### src/rtl/wormy_sequencer.sv
// Game-flow FSM for the 4x4 worm game: attract, run, death flash; outputs registered, arena_out is a same-cycle mux, no backpressure.
// Define WORMY_SEQ_SCORE_EN to add a SCORE state that shows worm length after the death flash.
module wormy_sequencer #(
  parameter int TICK_DIV    = 256,
  parameter int BASE_PERIOD = 8,
  parameter int MIN_PERIOD  = 2,
  parameter int FLASH_COUNT = 4
) (
  input  logic        clk,
  input  logic        rst,
  input  logic        button_pushed,
  input  logic        game_over,
  input  logic [4:0]  worm_len,
  input  logic [15:0] arena_in,
  output logic        step,
  output logic        game_rst,
  output logic [15:0] arena_out,
  output logic [1:0]  seq_state
);
  localparam int            PW         = (TICK_DIV > 2) ? $clog2(TICK_DIV) : 1;
  localparam logic [PW-1:0] PRE_LAST   = PW'(TICK_DIV - 1);
  localparam logic [4:0]    BASE       = 5'(BASE_PERIOD);
  localparam logic [4:0]    MINP       = 5'(MIN_PERIOD);
  localparam logic [4:0]    FLASH_LAST = 5'(2 * FLASH_COUNT - 1);

  typedef enum logic [1:0] {
    IDLE  = 2'd0,
    RUN   = 2'd1,
    DEAD  = 2'd2,
    SCORE = 2'd3
  } state_t;

  state_t        state_q, state_d;
  logic [PW-1:0] pre_q;
  logic          tick;
  logic [3:0]    cnt_q, cnt_d;
  logic [3:0]    idx_q, idx_d;
  logic [4:0]    flash_q, flash_d;
  logic          sub_q, sub_d;
  logic          phase_q, phase_d;
  logic          step_d, game_rst_d;
  logic [4:0]    half, period;
  logic          step_due;

  assign tick      = (pre_q == PRE_LAST);
  assign seq_state = state_q;

  always_ff @(posedge clk) begin
    if (rst || tick) pre_q <= '0;
    else             pre_q <= pre_q + 1'b1;
  end

  // Clamp without ever forming BASE-half below zero.
  always_comb begin
    half = {1'b0, worm_len[4:1]};
    if (half + MINP > BASE) period = MINP;
    else                    period = BASE - half;
  end

  assign step_due = ({1'b0, cnt_q} == period - 5'd1);

  always_comb begin
    state_d = state_q;
    cnt_d   = cnt_q;
    idx_d   = idx_q;
    flash_d = flash_q;
    sub_d   = sub_q;
    phase_d = phase_q;
    step_d  = 1'b0;
    case (state_q)
      IDLE: begin
        if (button_pushed) begin
          state_d = RUN;
          cnt_d   = '0;
        end else if (tick) begin
          idx_d = idx_q + 4'd1;
        end
      end
      RUN: begin
        if (game_over) begin
          state_d = DEAD;
          flash_d = '0;
          sub_d   = 1'b0;
          phase_d = 1'b1;
        end else if (tick) begin
          if (step_due) begin
            step_d = 1'b1;
            cnt_d  = '0;
          end else begin
            cnt_d = cnt_q + 4'd1;
          end
        end
      end
      DEAD: begin
        if (tick) begin
          if (!sub_q) begin
            sub_d = 1'b1;
          end else begin
            sub_d   = 1'b0;
            phase_d = ~phase_q;
            flash_d = flash_q + 5'd1;
            if (flash_q == FLASH_LAST) begin
`ifdef WORMY_SEQ_SCORE_EN
              state_d = SCORE;
              cnt_d   = '0;
`else
              state_d = IDLE;
              idx_d   = '0;
`endif
            end
          end
        end
      end
`ifdef WORMY_SEQ_SCORE_EN
      SCORE: begin
        if (button_pushed || (tick && cnt_q == 4'd15)) begin
          state_d = IDLE;
          idx_d   = '0;
        end else if (tick) begin
          cnt_d = cnt_q + 4'd1;
        end
      end
`endif
      default: state_d = IDLE;
    endcase
    game_rst_d = (state_d == IDLE);
  end

  always_ff @(posedge clk) begin
    if (rst) begin
      state_q  <= IDLE;
      cnt_q    <= '0;
      idx_q    <= '0;
      flash_q  <= '0;
      sub_q    <= 1'b0;
      phase_q  <= 1'b0;
      step     <= 1'b0;
      game_rst <= 1'b1;
    end else begin
      state_q  <= state_d;
      cnt_q    <= cnt_d;
      idx_q    <= idx_d;
      flash_q  <= flash_d;
      sub_q    <= sub_d;
      phase_q  <= phase_d;
      step     <= step_d;
      game_rst <= game_rst_d;
    end
  end

`ifdef WORMY_SEQ_SCORE_EN
  logic [15:0] therm;
  always_comb begin
    therm = '0;
    for (int i = 0; i < 16; i++) therm[i] = (5'(i) < worm_len);
  end
`else
  logic unused_len0;
  assign unused_len0 = worm_len[0];
`endif

  always_comb begin
    arena_out = 16'h0000;
    case (state_q)
      IDLE:    arena_out = 16'h0001 << idx_q;
      RUN:     arena_out = arena_in;
      DEAD:    arena_out = phase_q ? arena_in : 16'h0000;
`ifdef WORMY_SEQ_SCORE_EN
      SCORE:   arena_out = therm;
`endif
      default: arena_out = 16'h0000;
    endcase
  end
endmodule

### config.mk
export PLATFORM = sky130hd
export DESIGN_NAME = wormy_sequencer
export DESIGN_NICKNAME = d
export VERILOG_FILES = /design/src/rtl/wormy_sequencer.sv
export SDC_FILE = /design/constraint.sdc
export NUM_CORES = 1
export LEC_CHECK = 0
export BUFFER_PORTS_ARGS = -buffer_cell sky130_fd_sc_hd__buf_2
export CORE_ASPECT_RATIO = 1.25
export CORE_MARGIN = 2
export CORE_UTILIZATION = 40
export DETAILED_ROUTE_END_ITERATION = 8
export GPL_ROUTABILITY_DRIVEN = 0
export GPL_TIMING_DRIVEN = 0
export REMOVE_ABC_BUFFERS = 1
export SETUP_SLACK_MARGIN = 0.05
export SLEW_MARGIN = 10
export SYNTH_ARGS = -nofsm -noshare
export SYNTH_HDL_FRONTEND = slang
export SYNTH_SLANG_ARGS = --single-unit
### constraint.sdc
create_clock -name clk -period 4.3 [get_ports clk]
set_input_delay 0.215 -clock clk [delete_from_list [all_inputs] [get_ports clk]]
set_output_delay 0.215 -clock clk [all_outputs]
set_load 0.01 [all_outputs]
Word-level counts from Yosys, hierarchy flattened

Index checks and enable logic that the tools add are counted.

Bits in registers: 27
Bits in latches: 0
Memory bits (writable): 0
Bits in read-only memories: 0
Output and inout port bits: 20
Logic and storage cells: 79
Memories: 0

$add $sub $neg: 7
$mul: 0
Div/mod/pow operators: 0
$lt $le $gt $ge: 1
Equal/unequal tests: 14
Shift-type cells: 1
Mux-type cells: 33
Bitwise logic cells: 3
Reduce and logical (&&, ||, !) cells: 11

Operators with widths:

| kind                   | number |
|---|---|
| $pmux W16 S3           | 1 |
| $mux W4                | 9 |
| $mux W5                | 4 |
| $ne A2 B2 Y1 const B   | 9 |
| $mux W16               | 1 |
| $pmux W4 S2            | 2 |
| $shl A1 B4 Y16 const A | 1 |
| $mux W2                | 5 |
| $pmux W5 S2            | 1 |
| $add A4 B1 Y4 const B  | 2 |
| $add A8 B1 Y8 const B  | 1 |
| $eq A8 B8 Y1 const B   | 1 |
| $reduce_and A4 Y1      | 2 |
| $mux W1                | 7 |
| $pmux W2 S3            | 1 |
| $reduce_and A6 Y1      | 1 |
| $reduce_bool A2 Y1     | 3 |
| $add A4 B2 Y5 const B  | 1 |
| $add A5 B1 Y5 const B  | 1 |
| $eq A4 B5 Y1           | 1 |
| $eq A5 B3 Y1 const B   | 1 |
| $gt A5 B4 Y1 const B   | 1 |
| $sub A4 B4 Y5 const A  | 1 |
| $sub A5 B1 Y5 const B  | 1 |
| 8 further kinds        | 12 |

Longest topological paths before layout

Word-level depth: 9
Depth in mapped cells: 10
Mapped depth without buffers: 9

Least setup slack after synthesis

Ideal clock, no wire load.

Path type: input-to-reg
Start point: input port worm_len[1]
End point: register cnt_q[3]
Setup time: 132 ps
Arrival: 1903 ps
Data required time: 4168 ps
Slack: 2265 ps
Stages on the path: 10
Path buffers: 1
Cells stage by stage: inv_1 -> ha_1 -> buf_6 -> o21ai_1 -> o41ai_2 -> a222oi_1 -> a32o_1 -> a22oi_2 -> o221ai_1 -> a21oi_1

Longest elaborated chain between the ends: 9
Elaborated cells between the ends (all ways): 10
Classes of those cells: 3 x add/sub; 1 x order compare; 1 x eq/ne; 5 x mux

RTL lines:

| what                   | line | text |
|---|---|---|
| start: declaration     | 13   | `input logic [4:0] worm_len,` |
| $add A4 B2 Y5          | 56   | `if (half + MINP > BASE) period = MINP;` |
| $gt A5 B4 Y1           | 56   |  |
| $mux W5 *              | 56   |  |
| $sub A5 B1 Y5 *        | 60   | `assign step_due = ({1'b0, cnt_q} == period - 5'd1);` |
| $eq A4 B5 Y1 *         | 60   |  |
| $mux W4 *              | 86   | `if (step_due) begin` |
| $mux W4 *              | 85   | `end else if (tick) begin` |
| $mux W4 *              | 80   | `if (game_over) begin` |
| $pmux W4 S2 *          | 70   | `case (state_q)` |
| end signal: assignment | 141  | `cnt_q <= cnt_d;` |
| end: declaration       | 36   | `logic [3:0] cnt_q, cnt_d;` |

Mark *: on every way between the ends. The rest lies on a longest branch, timed or not. The select of a mux whose other input is x is not followed.
A chain may end at the register's enable or synchronous reset.

Worst setup path in the final report

Start point: register state_q[1], in the netlist seq_state[1]
End point: output port arena_out[0]

Longest elaborated chain between the ends: 2
Elaborated cells between the ends (all ways): 4
Classes of those cells: 2 x eq/ne; 1 x mux; 1 x reduce/logical

RTL lines:

| what                                       | line | text |
|---|---|---|
| start: declaration                         | 33   | `state_t state_q, state_d;` |
| start signal: assignment                   | 140  | `state_q <= state_d;` |
| $eq A2 B2 Y1, or another cell as far along | 164  | `case (state_q)` |
| $pmux W16 S3 *                             | 164  |  |
| end: declaration                           | 17   | `output logic [15:0] arena_out,` |

Mark *: on every way between the ends. The rest lies on a longest branch, timed or not.

==> flow_results.org <==
** Placed design
- Count of port buffers added during placement :: 43
- Prior to clock tree synthesis, the placed netlist has a worst setup slack of 1.85 ns.
- Area of placed instances :: 0.00208 mm²
- The HPWL after detailed placement is 2840 µm.

** Logic synthesis
- Main flop type after synthesis :: dfxtp_1
- After synthesis, the cell types taking the most area are dfxtp_1 (30%), ha_1 (8.9%), a22o_1 (6.2%).
- After synthesis, the largest area contributor takes up 29.6% of total cell area.
- Synthesis-stage register bit count :: 27
- Synth cell count leaders :: nor2_1 (30), dfxtp_1 (27), nand2_1 (16)
- Number of enable flip-flop cells after synthesis :: 0
- Sequential element share of the synthesized area :: 29.6%
- Area of the mapped netlist :: between 0.0015 and 0.002 mm²
- Synthesized area per cell :: 8.21 µm²
- The synthesized netlist contains 44 unique library cells.
- For this run, the number of Yosys warnings is 0.
- Dominant cell type by area after synthesis :: dfxtp_1
- Count of mapped cells out of synthesis :: 222
- For this run, asynchronously set or reset flops after synthesis account for 0%.
- Most frequent cell after synthesis :: nor2_1

** Detailed routing
- Via density per instance :: 5.20
- Antenna viol nets, final :: 0
- For this block, the via count after detailed routing is 1669.
- The detailed router finished its first iteration with 50 violations.
- For this run, the detailed router's first-pass iteration total came to 4.
- For this run, design rule violations remaining after detail routing come to 0.
- Dividing the detail-routed wire length by the instance count gives ~11 µm.
- Summed over all layers, the routed wires come to between 3000 and 4000 µm.

** Die
- Die Area :: 0.00512 mm²
- I/O pin total :: 45
- The floorplan step defined a core boundary enclosing 0.00439 mm².
- The initial utilization of the core area, before any placement, comes to about two fifths.
- Die height :: approximately 80 µm
- Row generation in the floorplan step produced 27 rows.
- Overall die width :: ~64 µm

** STA
- Period utilization :: 55.1%
- Summed negative setup slack over all endpoints :: 0 ns
- The worst pin sits at a relative slew slack of 58.0%.
- Setup violations remaining at the end of the flow were counted as 0.
- For the final database, setup skew stands at ~0.0056 ns.
- The final count of pins violating max slew came to 0.
- Minimum period implied by the final worst setup slack :: 2.37 ns
- Unrepaired setup endpoints after global routing :: no
- Final critical-path setup slack :: 1.93 ns
- Final hold analysis gives a worst-case slack of around 0.25 ns.
- Peak clock frequency supported by timing :: 0.422 GHz
- At the pin with the least slew margin, the transition time is 0.629 ns.
- Hold violation count in the final report :: 0

** Final layout
- Share of cells above drive strength 1 :: 21.7%
- The finished cells cover 0.00213 mm².
- Number of fill cells in the layout :: 476
- At the end of the flow, the number of nets in the layout was 302.
- From synthesis to final layout, the design area changed by 16.7%.
- Ant diodes :: 0

** Clocking
- Clock transition at the registers of the reported paths :: approximately 0.090 ns
- The number of hold buffers added after CTS was 0.
- In this run the number of H-tree levels came out at 1.
- The root buffer cell chosen for the clock tree is clkbuf_8.
- Cts repair resizes :: 0
- In this run the deepest clock path goes through 2 buffers.
- Number of buffers added by the clock tree synthesis step :: 3
- TritonCTS built the clock tree.
- TritonCTS sink count :: 27
- Buffer count from post-CTS setup fixing :: 0
- Skew-Pair Late Insertion Delay :: between 0.2 and 0.3 ns

** Pwr
- Sw Pwr :: 0.000143 W
- In this run the static leakage power is 0.887 nW.
- P_int :: 0.000362 W
- Sequential cells burn ~52% of the power.
- Per report_power, the clock group accounts for 28.7% of the total.
- In this run switching power makes up 28.2% of total power.
- Combinational fraction of design power :: 19.0%
- Dividing total power by cell area gives a power density of 237 mW/mm².
- The worst-case IR drop observed on VDD is approximately 220 µV.

** Worst setup path
- Setup crit end kind :: primary output
- Kind of critical path :: reg2out
- Highest-delay cell along the critical path :: dfxtp_1
- Cell class contributing the biggest share of worst-path delay :: simple AND/OR/NAND/NOR gates
- CP max FO :: 18
- At the worst endpoint, the required time is 4.09 ns.
- CP cell instances :: nor2b_1 > nand2_1 > nand2_1 > a22o_1 > buf_2
- Arrival time reported for the critical path endpoint :: between 2 and 2.5 ns
- Most frequent cell on the critical path :: nand2_1
- The setup check on the worst reg-to-reg path leaves a slack of between 2 and 2.5 ns.
- STA classifies the critical path startpoint as a flop.
- For this run, the slowest stage of the critical path takes ~0.69 ns.
- Worst path bufs/invs :: 1

** Global routing
- Initial antenna violation count :: 0
- Maximum number of pins on one net before global-route repair :: 20
- Number of global-route vias before repair :: 1452
- Grt total ovfl :: 0
- Total track usage :: roughly 15%
- Wire length of the first global-routing pass :: 6280 µm

** Hold path
- In this run the worst hold path is classified as in2reg.

** Run status
- Outcome :: completed

** Flow run
- The tool flagged a number of max-cap violations equal to 0.
-- power by group through the flow --
stage | clock (W) | sequential, W | combinational [W]
floorplan | 0 | 0.000270 | 0.0000586
global route | 0.000160 | 0.000266 | 0.000107
global placement | 0 | 0.000270 | 0.0000957
finish | 0.000145 | 0.000264 | 0.0000957
CTS | 0.000150 | 0.000265 | 0.0000968
detailed placement | 0 | 0.000270 | 0.0000966
-- final cells by class --
cell class                 instances  area (µm²)  area share (%)
tap                               58        72.6            3.41
clock inverter                     1        5.00           0.235
clock buffer                       3        41.3            1.94
inverter                          14        52.6            2.47
sequential                        27         541            25.4
timing repair buffer              43         215            10.1
multi-input combinational        175        1200            56.4
-- worst reg2reg max path, cell delays in order, from the launching register on --
cell     delay [ns]
dfxtp_1        0.69
nor2b_1        0.44
nand2_1        0.17
o21ai_2        0.25
nand4_1        0.15
xor2_1         0.15
nor2_1         0.05
-- cell families after synthesis --
family                   Yosys count  synth area share, %
AO/OA/AOI/OAI                     60                 25.7
XOR/XNOR                          11                 5.29
adder cells (fa/ha/maj)           13                 8.92
buffers and inverters             20                 4.53
flip-flops                        27                 29.7
multiplexers                       1                0.549
AND/OR/NAND/NOR                   90                 25.4
-- stage by stage --
step	util (%)	power, W	std cells
6_report	48.4	0.000505	321
5_1_grt	48.4	0.000533	321
4_1_cts	48.4	0.000511	321
3_5_place_dp	47.4	0.000367	317
3_3_place_gp	47.4	0.000366	317
2_1_floorplan	-	0.000328	216
-- registers in the layout, summed over array words and instances, names as in the netlist --
signal / cells
pre_q: 8
flash_q: 5
cnt_q: 4
idx_q: 4
seq_state: 2
game_rst: 1
phase_q: 1
step: 1
sub_q: 1
-- per-layer routing --
metal | wire length (µm) | share of wire [%] | GRT usage (%) | vias to the layer above
met1 | 1740 | 48 | 18.5 | 747
li1 | - | - | - | 886
met4 | 55 | 1.5 | 5.74 | 0
met2 | 1720 | 47 | 26.3 | 31
met5 | 0 | 0 | 0 | -
met3 | 148 | 4.0 | 1.83 | 5
-- final timing paths --
check,start,end,depth (start not counted)
worst max-delay path,seq_state[1]$_SDFF_PP0_,arena_out[0],5
worst min-delay path,game_over,step$_SDFF_PP0_,4
worst max register to register,seq_state[1]$_SDFF_PP0_,flash_q[3]$_SDFFE_PP0P_,6
worst min register to register,pre_q[0]$_SDFF_PP0_,pre_q[0]$_SDFF_PP0_,1
-- placed cells by master (no fill, tap or decap), types with 2 or more instances in the layout --
| master | count |
|---|---|
| nand3b_1 | 2 |
| dfxtp_1 | 27 |
| nand3_1 | 7 |
| nand2_1 | 16 |
| xnor2_1 | 3 |
| and3_1 | 2 |
| xor2_1 | 8 |
| clkbuf_8 | 3 |
| nand2b_1 | 7 |
| nand4_1 | 3 |
| buf_2 | 43 |
| nand3_2 | 2 |
| o211ai_1 | 2 |
| o21bai_1 | 2 |
| inv_1 | 14 |
| a211oi_1 | 4 |
| a21o_1 | 2 |
| a21oi_1 | 11 |
| a22o_1 | 13 |
| o21ai_0 | 8 |
| nor2b_1 | 7 |
| nor4_1 | 3 |
| nor3_1 | 4 |
| a22oi_1 | 6 |
| and2_1 | 2 |
| nor2_1 | 30 |
| o221ai_1 | 2 |
| ha_1 | 13 |
No activity file was read; power rests on OpenSTA's default activity.
